## src/rtl/button_conditioner_if.sv

```systemverilog
// rtl/button_conditioner_if.sv - raw button/switch inputs and conditioned outputs of button_conditioner
interface button_conditioner_if;
  // Raw asynchronous inputs
  logic P1;
  logic P2;
  logic D1;
  logic D2;
  // Conditioned outputs
  logic p1_pulse;
  logic p2_pulse;
  logic p1_level;
  logic p2_level;
  logic d1_level;
  logic d2_level;

  // Drives raw inputs, observes conditioned outputs
  modport master (
    output P1, P2, D1, D2,
    input  p1_pulse, p2_pulse, p1_level, p2_level, d1_level, d2_level
  );

  // The conditioner itself
  modport slave (
    input  P1, P2, D1, D2,
    output p1_pulse, p2_pulse, p1_level, p2_level, d1_level, d2_level
  );
endinterface

```

## src/rtl/button_conditioner.sv

```systemverilog
// rtl/button_conditioner.sv - synchronise and debounce two buttons and two switches, press pulses for buttons
module button_conditioner #(
  parameter int DEBOUNCE_CYCLES = 1_000_000,
  parameter int CNT_W           = $clog2(DEBOUNCE_CYCLES)
) (
  input  logic                clk,
  input  logic                reset,
  button_conditioner_if.slave btn
);

  typedef enum logic [1:0] {
    REL     = 2'd0,  // level 0, stable
    REL_CHK = 2'd1,  // level 0, synchronised input high being qualified
    PRS     = 2'd2,  // level 1, stable
    PRS_CHK = 2'd3   // level 1, synchronised input low being qualified
  } state_e;

  // Last count of a qualification window; reaching it with the input
  // still changed accepts the new level on that edge.
  localparam logic [CNT_W-1:0] CNT_MAX = CNT_W'(DEBOUNCE_CYCLES - 1);
  localparam logic [CNT_W-1:0] CNT_ONE = CNT_W'(1);

  // Channel order: 0=P1, 1=P2, 2=D1, 3=D2
  logic [3:0] raw;
  logic [3:0] level;
  logic [1:0] pulse;

  assign raw = {btn.D2, btn.D1, btn.P2, btn.P1};

  for (genvar i = 0; i < 4; i++) begin : g_ch
    logic             sync1_q;
    logic             sync2_q;
    state_e           state_q;
    state_e           state_d;
    logic [CNT_W-1:0] cnt_q;
    logic [CNT_W-1:0] cnt_d;
    logic             level_q;
    logic             level_d;

    // Two-flop synchroniser bringing the raw input into the clk domain
    always_ff @(posedge clk or posedge reset) begin
      if (reset) begin
        sync1_q <= 1'b0;
        sync2_q <= 1'b0;
      end else begin
        sync1_q <= raw[i];
        sync2_q <= sync1_q;
      end
    end

    // Debounce FSM next state: any reversal during a CHK state drops back
    // to the stable state and the window restarts from zero.
    always_comb begin
      state_d = state_q;
      cnt_d   = cnt_q;
      level_d = level_q;
      case (state_q)
        REL: begin
          if (sync2_q) begin
            state_d = REL_CHK;
            cnt_d   = CNT_ONE;
          end else begin
            cnt_d   = '0;
          end
        end
        REL_CHK: begin
          if (!sync2_q) begin
            state_d = REL;
            cnt_d   = '0;
          end else if (cnt_q == CNT_MAX) begin
            state_d = PRS;
            level_d = 1'b1;
            cnt_d   = '0;
          end else begin
            cnt_d   = cnt_q + CNT_ONE;
          end
        end
        PRS: begin
          if (!sync2_q) begin
            state_d = PRS_CHK;
            cnt_d   = CNT_ONE;
          end else begin
            cnt_d   = '0;
          end
        end
        PRS_CHK: begin
          if (sync2_q) begin
            state_d = PRS;
            cnt_d   = '0;
          end else if (cnt_q == CNT_MAX) begin
            state_d = REL;
            level_d = 1'b0;
            cnt_d   = '0;
          end else begin
            cnt_d   = cnt_q + CNT_ONE;
          end
        end
        default: begin
          state_d = REL;
          cnt_d   = '0;
          level_d = 1'b0;
        end
      endcase
    end

    // Debounce FSM state, window counter and registered level
    always_ff @(posedge clk or posedge reset) begin
      if (reset) begin
        state_q <= REL;
        cnt_q   <= '0;
        level_q <= 1'b0;
      end else begin
        state_q <= state_d;
        cnt_q   <= cnt_d;
        level_q <= level_d;
      end
    end

    assign level[i] = level_q;

    // Only the pushbutton channels produce press pulses
    if (i < 2) begin : g_pulse
      logic pulse_q;
      logic pulse_d;

      // Pulse on exactly the edge that accepts a press; release never pulses
      always_comb begin
        pulse_d = (state_q == REL_CHK) && sync2_q && (cnt_q == CNT_MAX);
      end

      // Registered one-cycle press pulse
      always_ff @(posedge clk or posedge reset) begin
        if (reset) begin
          pulse_q <= 1'b0;
        end else begin
          pulse_q <= pulse_d;
        end
      end

      assign pulse[i] = pulse_q;
    end
  end

  assign btn.p1_pulse = pulse[0];
  assign btn.p2_pulse = pulse[1];
  assign btn.p1_level = level[0];
  assign btn.p2_level = level[1];
  assign btn.d1_level = level[2];
  assign btn.d2_level = level[3];

endmodule

```

## src/flat_wrapper.sv

```systemverilog
// flat-port wrapper written by rule: the top's interface ports become plain ports
module button_conditioner_flat 
#(
  parameter int DEBOUNCE_CYCLES = 1_000_000,
  parameter int CNT_W           = $clog2(DEBOUNCE_CYCLES)
)
  (clk, reset, btn_P1, btn_P2, btn_D1, btn_D2, btn_p1_pulse, btn_p2_pulse, btn_p1_level, btn_p2_level, btn_d1_level, btn_d2_level);
  button_conditioner_if btn_i ();
  input  logic clk;
  input  logic reset;
  input wire logic [$bits(btn_i.P1)-1:0] btn_P1;
  input wire logic [$bits(btn_i.P2)-1:0] btn_P2;
  input wire logic [$bits(btn_i.D1)-1:0] btn_D1;
  input wire logic [$bits(btn_i.D2)-1:0] btn_D2;
  output wire logic [$bits(btn_i.p1_pulse)-1:0] btn_p1_pulse;
  output wire logic [$bits(btn_i.p2_pulse)-1:0] btn_p2_pulse;
  output wire logic [$bits(btn_i.p1_level)-1:0] btn_p1_level;
  output wire logic [$bits(btn_i.p2_level)-1:0] btn_p2_level;
  output wire logic [$bits(btn_i.d1_level)-1:0] btn_d1_level;
  output wire logic [$bits(btn_i.d2_level)-1:0] btn_d2_level;
  assign btn_i.P1 = btn_P1;
  assign btn_i.P2 = btn_P2;
  assign btn_i.D1 = btn_D1;
  assign btn_i.D2 = btn_D2;
  assign btn_p1_pulse = btn_i.p1_pulse;
  assign btn_p2_pulse = btn_i.p2_pulse;
  assign btn_p1_level = btn_i.p1_level;
  assign btn_p2_level = btn_i.p2_level;
  assign btn_d1_level = btn_i.d1_level;
  assign btn_d2_level = btn_i.d2_level;
  button_conditioner #(.DEBOUNCE_CYCLES(DEBOUNCE_CYCLES), .CNT_W(CNT_W)) u_core (.clk(clk), .reset(reset), .btn(btn_i));
endmodule
```

## config.mk

```make
export PLATFORM = sky130hd
export DESIGN_NAME = button_conditioner_flat
export DESIGN_NICKNAME = d
export VERILOG_FILES = /design/src/rtl/button_conditioner_if.sv /design/src/rtl/button_conditioner.sv /design/src/flat_wrapper.sv
export SDC_FILE = /design/constraint.sdc
export NUM_CORES = 1
export LEC_CHECK = 0
export CORE_UTILIZATION = 45
export DETAILED_ROUTE_END_ITERATION = 6
export GPL_ROUTABILITY_DRIVEN = 0
export PLACE_DENSITY = 0.64
export SLEW_MARGIN = 10
export SYNTH_ARGS = -nofsm -noshare
export SYNTH_HDL_FRONTEND = slang
export SYNTH_SLANG_ARGS = --single-unit
```

## constraint.sdc

```tcl
create_clock -name clk -period 3.6 [get_ports clk]
set_input_delay 0.72 -clock clk [delete_from_list [all_inputs] [get_ports clk]]
set_output_delay 0.72 -clock clk [all_outputs]
set_load 0.01 [all_outputs]
```

* Yosys cells after proc, flatten, opt, wreduce, memory -nomap -nowiden
Index checks and enable logic that the tools add are counted.
** Operators by class
- Equality and inequality tests :: 48
- Mux-type cells :: 72
- Reduce and logical (&&, ||, !) cells :: 20
- Add/subtract/negate cells :: 4
** Operators with widths (number)
- 20-bit one-hot mux with 4 select lines :: 4
- 20-bit two-way mux :: 12
- 20-bit by 1-bit adder with 20-bit output (second input constant) :: 4
- 20-bit equality test (second input constant) :: 4
- 2-bit two-way mux :: 24
- 2-bit by 1-bit != test with 1-bit output (second input constant) :: 16
- 2-bit one-hot mux with 4 select lines :: 4
- 1-bit two-way mux :: 24
- 5-bit AND reduction :: 4
- 2-bit equality test (second input constant) :: 8
- 2-bit != test (second input constant) :: 8
- 4-bit AND reduction :: 4
- 3-bit by 1-bit != test with 1-bit output (second input constant) :: 4
- 3-bit != test (second input constant) :: 4
- 2-bit by 1-bit equality test with 1-bit output (second input constant) :: 4
- 2-bit logical NOT :: 4
- 1-bit one-hot mux with 2 select lines :: 4
- 2-bit nonzero test :: 4
- 1-bit logical AND :: 4
** Storage, ports and cells
- Output and inout bits :: 6
- Register bits after elaboration :: 102
- Logic and storage cells :: 166
- Input port bits :: 6

* Depth between registers and ports, before layout
Gate-level depths: netlist (run 1).
- Depth after elaboration :: 4
- Gate-level depth with buffers :: 7
- Mapped depth without buffers :: 5

* Least setup slack after synthesis (run 1)
Ideal clock, no wire load.
- Kind :: reg2reg
- Start :: register u_core.g_ch[0].cnt_q[0]
- End :: register u_core.g_ch[0].cnt_q[18]
- Stages on the path, launching flop included :: 7
- Path buffers :: 1
- Slack :: 1581 ps
- Period minus slack after synthesis :: 2019 ps
- Arrival :: 1942 ps
- Data required time :: 3523 ps
- Setup time :: 77 ps
- Cells stage by stage :: dfrtp_1 > ha_1 > nand3_2 > or4_1 > buf_2 > or4_1 > a21oi_1
** Between the ends
- Word-level cells in the longest chain between the ends :: 4
- Elaborated cells on any way between the ends :: 6
- Classes of those cells :: add/sub (1); eq/ne (1); mux (4)
** Ends and longest elaborated chain
- start: declaration :: line button_conditioner.sv:35 : logic [CNT_W-1:0] cnt_q;
- start signal: assignment :: line button_conditioner.sv:114 : cnt_q <= cnt_d;
- 20-bit by 1-bit adder with 20-bit output / 20-bit equality test (equally long branches)
- 20-bit two-way mux (*) :: line button_conditioner.sv:70, button_conditioner.sv:90
- 20-bit two-way mux, on equally long branches :: line button_conditioner.sv:87, button_conditioner.sv:67
- 20-bit one-hot mux with 4 select lines (*) :: line button_conditioner.sv:57 : case (state_q)
- named net u_core.g_ch[0].cnt_d[18] :: line button_conditioner.sv:36 : logic [CNT_W-1:0] cnt_d;
The timed path passes the listed nets; every way through them passes the cells marked *.
A chain may end at the register's enable or synchronous reset.

* Worst setup path in the final report (run 1)
- Start :: register u_core.g_ch[0].cnt_q[0]
- End :: register u_core.g_ch[0].cnt_q[12]
The elaborated chain is that of the path after synthesis.

==> results of run 1 <==
-- layer usage --
metal | share of wire [%] | track usage, % | vias up
met4 | 1.1 | 5.456 | 0
met2 | 47 | 28.76 | 46
met3 | 2.6 | 4.329 | 8
li1 | - | - | 1768
met1 | 49 | 24.01 | 1756
met5 | 0 | 0 | -
-- power groups by stage --
stage	Sequential (W)	Combinational, W	Clock (W)
after CTS	0.00117	0.0000698	0.000784
final	0.00117	0.0000667	0.000749
after detailed placement	0.00119	0.0000696	0
after global placement	0.00119	0.0000685	0
after floorplan	0.00119	0.0000475	0
after global routing	0.00117	0.0000794	0.000819
-- cell families after synthesis --
kind of cell / Yosys count / synth area share (%)
AO/OA/AOI/OAI: 65 / 8.163
XOR/XNOR: 53 / 9.584
adder cells (fa/ha/maj): 4 / 1.033
buffers and inverters: 39 / 3.229
flip-flops: 102 / 52.70
multiplexers: 3 / 0.6716
AND/OR/NAND/NOR: 227 / 24.62
-- area by class of cell --
cell class / count / area [um2] / share of cell area, %
multi-input cells: 352 / 2135 / 40.17
inverters: 26 / 100.1 / 1.884
repair buffers: 16 / 147.6 / 2.778
clock buffers: 12 / 155.1 / 2.920
well taps: 136 / 170.2 / 3.202
flip-flops and latches: 102 / 2552 / 48.03
clock inverters: 4 / 53.80 / 1.012
-- how the worst max path moves through the flow --
stage / startpoint / end / depth (start not counted)
after global routing: u_core.g_ch[0].cnt_q[0] / u_core.g_ch[0].cnt_q[12] / 5
after floorplan: reset / asynchronous set/reset pin / 1
after global placement: u_core.g_ch[2].cnt_q[0] / u_core.g_ch[2].cnt_q[8] / 5
after CTS: u_core.g_ch[0].cnt_q[0] / u_core.g_ch[0].cnt_q[8] / 5
after detailed placement: u_core.g_ch[2].cnt_q[0] / u_core.g_ch[2].cnt_q[3] / 5
final: u_core.g_ch[0].cnt_q[0] / u_core.g_ch[0].cnt_q[12] / 5
-- metrics by stage --
step                      hold slack (ns)  worst slack, ns
after detailed placement           0.3381            1.273
after global routing               0.3741            1.017
after floorplan                    0.3312           0.2045
after global placement             0.3353            1.363
final                              0.3543            1.275
after CTS                          0.3561            1.238
-- registers in the layout (all words and copies together) (netlist names), named ones only --
signal / cells
u_core.btn.d1_level: 1
u_core.btn.d2_level: 1
u_core.g_ch.state_q: 4
u_core.g_ch.sync2_q: 4
u_core.btn.p1_pulse: 1
u_core.btn.p2_pulse: 1
u_core.btn.p2_level: 1
u_core.g_ch.cnt_q: 80
u_core.g_ch.sync1_q: 4
u_core.btn.p1_level: 1
-- cells in the final DEF, fill, tap and decap left out, types with 2 or more instances in the layout --
cell type / netlist / final
dfrtp_1: 102 / 102
nor2_1: 69 / 69
xnor2_1: 37 / 37
nand2_1: 28 / 28
nand3_1: 28 / 28
inv_1: 26 / 25
a21oi_1: 25 / 25
nand4_1: 19 / 19
or3_1: 18 / 18
xor2_1: 16 / 16
o21ai_0: 15 / 15
nor3_1: 14 / 14
or4_1: 13 / 13
nor4_1: 13 / 13
clkbuf_8: 0 / 11
clkdlybuf4s50_1: 0 / 11
o31ai_1: 10 / 10
and4_1: 6 / 6
nor4b_1: 6 / 6
buf_4: 1 / 5
and3_1: 4 / 4
ha_1: 4 / 4
nand3b_1: 3 / 3
a211oi_1: 2 / 2
nor4bb_1: 2 / 2
o21ai_1: 2 / 2
o21bai_1: 2 / 2
o41ai_1: 2 / 2
a2bb2oi_1: 2 / 2
mux2_2: 2 / 2
clkinvlp_4: 0 / 2
==> metrics.log, run 1 <==
INFO  metric fillCellCount = 974
INFO  metric slew_headroom = 48.61%
INFO  metric synth-async-reset-ratio = between 90% and 100%
INFO  metric number_of_design_rule_violations_left_after_detail_routing = 0
INFO  metric clockRootBuffer = clkbuf_8
INFO  metric yosys.cell_types.count = 41
INFO  metric cellLeakagePower = roughly 2 nW
INFO  metric track_usage = between 10% and 20%
INFO  metric worstHoldStart = u_core.g_ch[3].sync1_q
INFO  metric worst-endpoint-arrival = around 2.6 ns
INFO  metric cts_sinks = roughly 100
INFO  metric regToRegSetupSlack = around 1.3 ns
INFO  metric critPathSlowestCell = nor4_1
INFO  metric routed_via_density = between 5 and 6
INFO  metric min_period_over_period = between 60 and 70%
INFO  metric grt_max_degree = between 60 and 70
INFO  metric synth.most_common_cell = dfrtp_1
INFO  metric finalHoldViolations = 0
INFO  metric most_frequent_cells_after_synthesis = dfrtp_1 (102), nor2_1 (69), xnor2_1 (37)
INFO  metric cellPowerDensity = approximately 370 nW/um2
INFO  metric post-synth-top-area-fraction = between 50% and 60%
INFO  metric syn_inst = approximately 490
INFO  metric crit-reg2reg-launch = u_core.g_ch[0].cnt_q[0]
INFO  metric netSwitchingPower = ~0.00045 W
INFO  metric dr.pass1.iters = 4
INFO  metric finish.cell_count_without_fillers = ~650
INFO  metric ant_nets = 0
INFO  metric cts_repair_resize_count = 0
INFO  metric synth_flop_cell = dfrtp_1
INFO  metric detailed_route_via_count = between 3k and 4k
INFO  metric post_synthesis_cell_area = 4843 um2
INFO  metric worst_hold_path_cell_count = 0
INFO  metric period_needed = 2.325 ns
INFO  metric clk_pin_slew_worst_paths = 0.10 ns
INFO  metric sequential_cell_fraction_of_total_power = about three fifths
INFO  metric cts_inserted_buffers = 9
INFO  metric place.detailed.hpwl = roughly 6000 um
INFO  metric pwr-share-clk = between 30% and 40%
INFO  metric post-cts-setup-buffer-count = 0
INFO  metric antennaDiodeCount = 0
INFO  metric drv_cap = 0
INFO  metric count_of_flip_flops_with_a_built_in_enable_after_synthesis = 0
INFO  metric syn_area_per_cell = ~9.8 um2
INFO  metric first_iter_violations = around 200
INFO  metric floorplan_core_area = about 10000 um2
INFO  metric post_drt_wl_per_cell = ~14 um
INFO  metric die_outline_height = roughly 110 um
INFO  metric fin_setup_tns = 0 ns
INFO  metric cp_data_required_time = between 3 and 4 ns
INFO  metric critical_path.max_fanout = 19
INFO  metric pwr-share-comb = between 3 and 4%
INFO  metric timing.final.setup_violations = 0
INFO  metric path_cells = ha_1, nand3_2, nor4_1, a211o_1, nor2_1
INFO  metric design_area_final = approximately 5300 um2
INFO  metric setup_repair_after_global_routing_missed_its_margin = no
INFO  metric clk_latency = 0.36 ns
INFO  metric synthesis_warning_total = 0
INFO  metric post-route-util = just over 50%
INFO  metric clock_tree.htree_level_count = 3
INFO  metric yosys.area.top_type = dfrtp_1
INFO  metric critical_path.max_stage_delay = roughly 0.67 ns
INFO  metric critical_path.reg2reg.endpoint = u_core.g_ch[0].cnt_q[12]
INFO  metric fin_total_pwr = between 0.0015 and 0.002 W
INFO  metric placed_cell_area = ~5000 um2
INFO  metric drv_slew = 0
INFO  metric grt.overflow.total = 0
INFO  metric critPathBufInv = 0
INFO  metric flow.area_growth_from_synthesis = 9.713%
INFO  metric timing.critical_path.from_type = flip-flop
INFO  metric holdBufCountCts = 0
INFO  metric max_clock_freq = 0.4300 GHz
INFO  metric sw_frac_of_total = between 20% and 30%
INFO  metric syn-num-nets = a little over 500
INFO  metric timing.critical_path.to_type = flip-flop
INFO  metric cts_max_path_buffers = 2
INFO  metric synth_seq_area_share = between 50 and 60%
INFO  metric tritoncts = done
INFO  metric site_row_count = 37
INFO  metric hold_end = u_core.g_ch[3].sync2_q
INFO  metric die_width = approximately 110 um
INFO  metric worst_hold_path_type = flip-flop to flip-flop
INFO  metric timing.setup.critical_path_class = flip-flop to flip-flop
INFO  metric drive_gt1_share = between 5 and 6%
INFO  metric routed_wl = between 8000 and 9000 um
INFO  metric ff2ff_path_depth = 5
INFO  metric initial_core_util = 46.71%
INFO  metric finClkSkew = approximately 0.010 ns
INFO  metric cell_internal_pwr = between 0.0015 and 0.002 W
INFO  metric synth.area.top_cells = dfrtp_1 (53%), xnor2_1 (6.7%), nor2_1 (5.3%), nand3_1 (2.9%), xor2_1 (2.9%)
INFO  metric irDropWorstVdd = 0.0001822 V
INFO  metric crit_path_max_delay_family = simple AND/OR/NAND/NOR gates
INFO  metric yosys_register_bits = about 100
INFO  metric grt_antenna_before_repair = 0
INFO  metric placed_cells = about 630
INFO  metric ios = 12
INFO  metric timing_worst_slew_pin_value = 0.7708 ns
INFO  metric grt_pass1_wl = 16110 um
INFO  metric design.final.nets = 517
INFO  metric grt_pass1_vias = 3476
INFO  metric die-area = around 11000 um2
INFO  metric port-buffer-count = 11
INFO  metric outcome = completed
No activity file was read; power rests on OpenSTA's default activity.
==> run 2, diff against run 1 <==
==> constraint.sdc (replaced) <==
create_clock -name clk -period 1.91 [get_ports clk]
set_input_delay 0.382 -clock clk [delete_from_list [all_inputs] [get_ports clk]]
set_output_delay 0.382 -clock clk [all_outputs]
set_load 0.01 [all_outputs]
==> run 2 against run 1 <==
Clock-buffer cell count decreased by 2. Via count up 4.7%. Die area is the same. Combinational power increased by 150%. Fmax is 23% higher. Register-to-register slack got worse by 1.3 ns. First-iteration DRC count is 34% lower. Critical path depth unchanged. Non-clock buffer count is 36 higher. Clock power up 71%. Hold slack got worse by 0.012 ns. Critical path type unchanged. Largest cell class unchanged.
==> metrics.log, run 2 (synthesis gave the netlist of run 1 again) <==
INFO  metric outcome = completed (unchanged)
INFO  metric clock_tree.htree_level_count = 3 (unchanged)
INFO  metric leading_cell_type_in_the_layout_fill_and_taps_excluded = dfrtp_1 (unchanged)
INFO  metric cts_inserted_buffers = 9 (unchanged)
INFO  metric timing.final.setup_violations = 0 (unchanged)
INFO  metric grt_antenna_before_repair = 0 (unchanged)
INFO  metric fin_setup_tns = 0 ns (unchanged)
INFO  metric drv_cap = 0 (unchanged)
INFO  metric pwr-share-clk = 35.2% (was 37.7%)
INFO  metric die-area = 11180 um2 (unchanged)
INFO  metric placed_cell_area = 5461 um2 (was 5105 um2)
INFO  metric cellPowerDensity = 638.2 nW/um2 (was 373.5 nW/um2)
INFO  metric drv_slew = 0 (unchanged)
INFO  metric post_drt_wl_per_cell = 13.85 um (was 13.71 um)
INFO  metric clk_pin_slew_worst_paths = 0.10 ns (about the same)
INFO  metric min_period_over_period = 99.09% (was 64.60%)
INFO  metric grt.overflow.total = 0 (unchanged)
INFO  metric number_of_design_rule_violations_left_after_detail_routing = 0 (unchanged)
INFO  metric drive_gt1_share = 15.33% (was 5.469%)
INFO  metric place.detailed.hpwl = 6531 um (was 6005 um)
INFO  metric cp_data_required_time = 2.22 ns (was 3.82 ns)
INFO  metric cellLeakagePower = 2.189 nW (was 1.999 nW)
INFO  metric grt_max_degree = 44 (was 62)
INFO  metric first_iter_violations = 130 (was 196)
INFO  metric regToRegSetupSlack = 0.02 ns (was 1.27 ns)
INFO  metric ff2ff_path_depth = 5 (unchanged)
INFO  metric finish.cell_count_without_fillers = 684 (was 648)
INFO  metric die_width = 105.7 um (unchanged)
INFO  metric initial_core_util = 46.71% (unchanged)
INFO  metric timing.critical_path.to_type = flip-flop (unchanged)
INFO  metric post-cts-setup-buffer-count = 0 (unchanged)
INFO  metric slew_headroom = 72.49% (was 48.61%)
INFO  metric finClkSkew = 0.009230 ns (was 0.009964 ns)
INFO  metric timing_worst_slew_pin_value = 0.4118 ns (was 0.7708 ns)
INFO  metric placed_cells = 668 (was 632)
INFO  metric clockRootBuffer = clkbuf_8 (unchanged)
INFO  metric sw_frac_of_total = 24.39% (was 22.43%)
INFO  metric site_row_count = 37 (unchanged)
INFO  metric timing.setup.critical_path_class = flip-flop to flip-flop (unchanged)
INFO  metric ant_nets = 0 (unchanged)
INFO  metric irDropWorstVdd = 0.0003373 V (was 0.0001822 V)
INFO  metric max_flop_register = u_core.g_ch.cnt_q (unchanged)
INFO  metric max_clock_freq = 0.5284 GHz (was 0.4300 GHz)
INFO  metric fin_total_pwr = 0.003650 W (was 0.001985 W)
INFO  metric design_area_final = 5719 um2 (was 5314 um2)
INFO  metric setup_repair_after_global_routing_missed_its_margin = yes (was no)
INFO  metric dr.pass1.iters = 4 (unchanged)
INFO  metric sequential_cell_fraction_of_total_power = 60.3% (was 58.9%)
INFO  metric worst_hold_path_type = input pin to asynchronous set/reset pin (was flip-flop to flip-flop)
INFO  metric post-route-util = 55.15% (was 51.24%)
INFO  metric ios = 12 (unchanged)
INFO  metric grt_pass1_wl = 16860 um (was 16110 um)
INFO  metric crit-reg2reg-launch = u_core.g_ch[0].cnt_q[0] (unchanged)
INFO  metric tritoncts = done (unchanged)
INFO  metric fillCellCount = 915 (was 974)
INFO  metric antennaDiodeCount = 0 (unchanged)
INFO  metric port-buffer-count = 11 (unchanged)
INFO  metric design.final.nets = 553 (was 517)
INFO  metric pwr-share-comb = 4.5% (was 3.4%)
INFO  metric routed_wl = 9474 um (was 8882 um)
INFO  metric worst-endpoint-arrival = 2.20 ns (was 2.55 ns)
INFO  metric period_needed = 1.893 ns (was 2.325 ns)
INFO  metric clk_latency = 0.37 ns (was 0.36 ns)
INFO  metric detailed_route_via_count = 3745 (was 3578)
INFO  metric flip_flop_count_of_the_largest_register_after_layout = 80 (unchanged)
INFO  metric floorplan_core_area = 10370 um2 (unchanged)
INFO  metric critical_path.max_fanout = 7 (was 19)
INFO  metric cell_internal_pwr = 0.002760 W (was 0.001539 W)
INFO  metric routed_via_density = 5.475 (was 5.522)
INFO  metric die_outline_height = 105.7 um (unchanged)
INFO  metric cts_max_path_buffers = 2 (unchanged)
INFO  metric final_cell_mix = dfrtp_1 (101), nor2_1 (69), xnor2_1 (37), buf_4 (37) (was dfrtp_1 (102), nor2_1 (69), xnor2_1 (37))
INFO  metric finalHoldViolations = 0 (unchanged)
INFO  metric netSwitchingPower = 0.0008903 W (was 0.0004452 W)
INFO  metric cts_sinks = 102 (unchanged)
INFO  metric critical_path.reg2reg.endpoint = u_core.g_ch[0].cnt_q[18] (was u_core.g_ch[0].cnt_q[12])
INFO  metric timing.critical_path.from_type = flip-flop (unchanged)
INFO  metric grt_pass1_vias = 3801 (was 3476)
INFO  metric track_usage = 18.77% (was 17.92%)
INFO  metric flow.area_growth_from_synthesis = 18.08% (was 9.713%)
run 2: power groups by stage:
stage / combinational [W] / sequential (W) / clock [W]
CTS: 0.000167 / 0.00220 / 0.00134
global placement: 0.000163 / 0.00224 / 0
detailed placement: 0.000166 / 0.00224 / 0
finish: 0.000164 / 0.00220 / 0.00128
global route: 0.000189 / 0.00221 / 0.00142
floorplan: 0.0000935 / 0.00224 / 0
run 2: per-stage QoR:
| step | worst slack, ns | hold slack [ns] |
|---|---|---|
| 2_1_floorplan | -0.004060 | 0.3312 |
| 3_3_place_gp | 0.06855 | 0.3320 |
| 3_5_place_dp | 0.004540 | 0.3364 |
| 4_1_cts | 0.01276 | 0.3314 |
| 5_1_grt | -0.04768 | 0.3422 |
| 6_report | 0.01738 | 0.3420 |
run 2: worst max-delay path by stage:
stage                            start                       end  slack, ns  depth (start not counted)
2_1_floorplan  u_core.g_ch[0].cnt_q[0]  u_core.g_ch[0].cnt_q[18]     -0.004                          6
3_3_place_gp   u_core.g_ch[0].cnt_q[0]  u_core.g_ch[0].cnt_q[18]       0.07                          5
3_5_place_dp   u_core.g_ch[2].cnt_q[0]       u_core.btn.d1_level      0.005                          5
4_1_cts        u_core.g_ch[0].cnt_q[0]  u_core.g_ch[0].cnt_q[18]       0.01                          5
5_1_grt        u_core.g_ch[0].cnt_q[0]  u_core.g_ch[0].cnt_q[18]      -0.05                          5
6_report       u_core.g_ch[0].cnt_q[0]  u_core.g_ch[0].cnt_q[18]       0.02                          5
run 2: per-layer routing:
layer,GRT usage [%],part of all wire [%],up-vias
li1,-,-,1846
met1,23.31,47,1835
met2,31.65,48,49
met3,4.453,2.8,15
met4,7.143,1.5,0
met5,0,0,-
run 2: cell type report:
class / count / area, um2 / share of cell area [%]
Sequential cell: 102 / 2554 / 44.65
Multi-Input combinational cell: 352 / 2242 / 39.20
Timing Repair Buffer: 52 / 467.9 / 8.182
Tap cell: 136 / 170.2 / 2.975
Clock buffer: 10 / 137.6 / 2.406
Inverter: 26 / 101.3 / 1.772
Clock inverter: 6 / 46.29 / 0.8095
run 2: timing repair:
action,4_1_cts,5_1_grt
hold buffers,0,0
setup endpoints to repair,1,13
pin swaps,0,2
resized for setup,1,16
run 2: critical path: stages (launching register included):
cell and delay [ns]:
dfrtp_1 0.43, ha_4 0.17, nand3_4 0.07, or4_4 0.54, or4_4 0.50, a21oi_2 0.12
==> patch, RTL diff (settings of run 2) <==
The 4 states of `state_e` get a Gray code encoding in 2 bits.
--- a/src/rtl/button_conditioner.sv
+++ b/src/rtl/button_conditioner.sv
@@ -9,10 +9,10 @@
 );
 
   typedef enum logic [1:0] {
-    REL     = 2'd0,  // level 0, stable
-    REL_CHK = 2'd1,  // level 0, synchronised input high being qualified
-    PRS     = 2'd2,  // level 1, stable
-    PRS_CHK = 2'd3   // level 1, synchronised input low being qualified
+    REL     = 2'b00,  // level 0, stable
+    REL_CHK = 2'b01,  // level 0, synchronised input high being qualified
+    PRS     = 2'b11,  // level 1, stable
+    PRS_CHK = 2'b10   // level 1, synchronised input low being qualified
   } state_e;
 
   // Last count of a qualification window; reaching it with the input
Function: no difference found for any inputs over 10 cycles, from zero or initial values and one cycle with reset high; not proved beyond that.
==> patch against run 2 <==
- count of clock-buffer cells in the layout grew 3
- critical path depth grew 2
- final area up 4.7%
- sequential cell count unchanged
- synthesized area increased by 7.5%
- die area increased by 7.4%
- setup slack better by 0.093 ns
- worst hold slack better by 0.0065 ns
- routed wire length shrank 4.5%
- highest routed layer unchanged
Power is not compared: it rests on default switching activity, and its combinational part moved more than twofold at a synthesized area within 25%.
==> patch: results <==
[global_routing]
first_global_vias = 3585
grtUsageTotal_pct = 17.16
grt_max_degree = 63
antenna_found_initial = 0
grt_pass1_wl_um = 16180

[power]
p_leak_nw = 2.590
ir_drop_mv = 0.7410

[synth]
synthArstFlopShare_pct = 100.0
ys_seq_area_share_pct = 49.01
ys_types = 45
synth_area_leaders = dfrtp_1 49%, xor2_1 7.4%, nor2_1 7.3%
synth_common_cells = 102 x dfrtp_1, 101 x nor2_1, 44 x xor2_1
syn_nets = 557
yosys_warnings = 0
synth_flop_cell = dfrtp_1

[critical_path]
cpPeakStageDelay_ns = 0.38
cp_max_fo = 5
cp_slowest_cell = dfrtp_1
reg2reg_from = u_core.g_ch[0].cnt_q[0]
worst_ep_arrival_time_ns = 2.03
crit_type = reg2reg

[place]
hpwl_um = 6336
placed_area_um2 = 5653
portBuffers = 11

[drt]
first_pass_iters = 4
drt-total-wl_um = 9049
drc_errors = 0
vias = 3675
first_iter_violations = 200

[clock_tree]
clkTransAtPathRegs_ns = 0.07
clock-root-buffer = clkbuf_16
htreeDepth = 3
cts_buffers = 9
cts_max_path_buffers = 2
clock_latency_ns = 0.34

[run_status]
status = finished clean

[final_layout]
final_layout_size_suffix_gt1_share_pct = 9.217
layout.nets = 598
reg.largest.list = u_core.g_ch.cnt_q (80), u_core.g_ch.state_q (8)
num-fill-cells = 979
largest_reg_flops = 80
diodes = 0

[sta]
max_slew_margin_pct = 70.52
final_max_slew_viol_count = 0
clock_skew_ns = 0.008216

[worst_hold_path]
holdCritStartpoint = u_core.g_ch[1].sync1_q
hp-class = reg2reg
patch: layer usage:
| metal | share of wire (%) | track usage [%] |
|---|---|---|
| met5 | 0 | 0 |
| met4 | 1.3 | 5.143 |
| met3 | 2.8 | 4.268 |
| met2 | 47 | 28.35 |
| met1 | 49 | 22.23 |
patch: metrics by stage:
step	hold WS, ns	cells	setup WS (ns)
4_1_cts	0.3488	713	0.06043
5_1_grt	0.3565	715	0.01892
6_report	0.3485	715	0.1103
3_3_place_gp	0.3336	697	0.1385
3_5_place_dp	0.3347	697	0.07323
2_1_floorplan	0.3312	529	0.09193
patch: power breakdown:
| part | switching [mW] | leakage (nW) | total, mW | internal (mW) |
|---|---|---|---|---|
| combinational | 0.999 | 1.08 | 1.79 | 0.790 |
| sequential | 0.164 | 1.36 | 2.50 | 2.34 |
| clock | 0.737 | 0.150 | 1.92 | 1.18 |
patch: path summary, 6_finish.rpt:
path | to | slack [ns] | cells past startpoint
worst max-delay path | u_core.btn.p1_level | 0.11 | 7
worst min-delay path | u_core.g_ch[1].sync2_q | 0.35 | 0
worst max register to register | u_core.btn.p1_level | 0.11 | 7
worst min register to register | u_core.g_ch[1].sync2_q | 0.35 | 0
max in group asynchronous | u_core.g_ch[3].cnt_q[10] | 0.93 | 3
min in group asynchronous | u_core.g_ch[2].sync2_q | 0.36 | 2
patch: final cells by class:
class,instances,area [um^2],share of cell area (%)
flip-flops and latches,102,2552,42.62
clock inverters,3,67.56,1.128
inverters,19,75.07,1.254
multi-input cells,399,2522,42.12
clock buffers,13,250.2,4.179
well taps,140,175.2,2.925
repair buffers,39,345.3,5.767
patch: cell families (layout without fill, tap and decap cells):
family | after synthesis | in the layout | synth area share, %
simple gates | 254 | 254 | 24.36
buf+inv | 28 | 74 | 2.595
flops | 102 | 102 | 49.01
fa+ha+maj | 22 | 22 | 5.286
xor+xnor | 72 | 72 | 12.11
compound gates | 43 | 43 | 4.998
mux | 8 | 8 | 1.634
patch: critical path, delay by kind of cell (launching register included):
kind | cells | cell delay, ns
AOI/OAI and AO/OA | 2 | 0.46
adders and majority gates | 1 | 0.22
buffers and inverters | 1 | 0.19
DFF | 1 | 0.38
and+or+nand+nor | 3 | 0.44
patch: what timing repair did:
action | 4_1_cts | 5_1_grt
setup buffers | 0 | 2
resized for setup | 0 | 4
endpoints found under the setup margin | 0 | 21
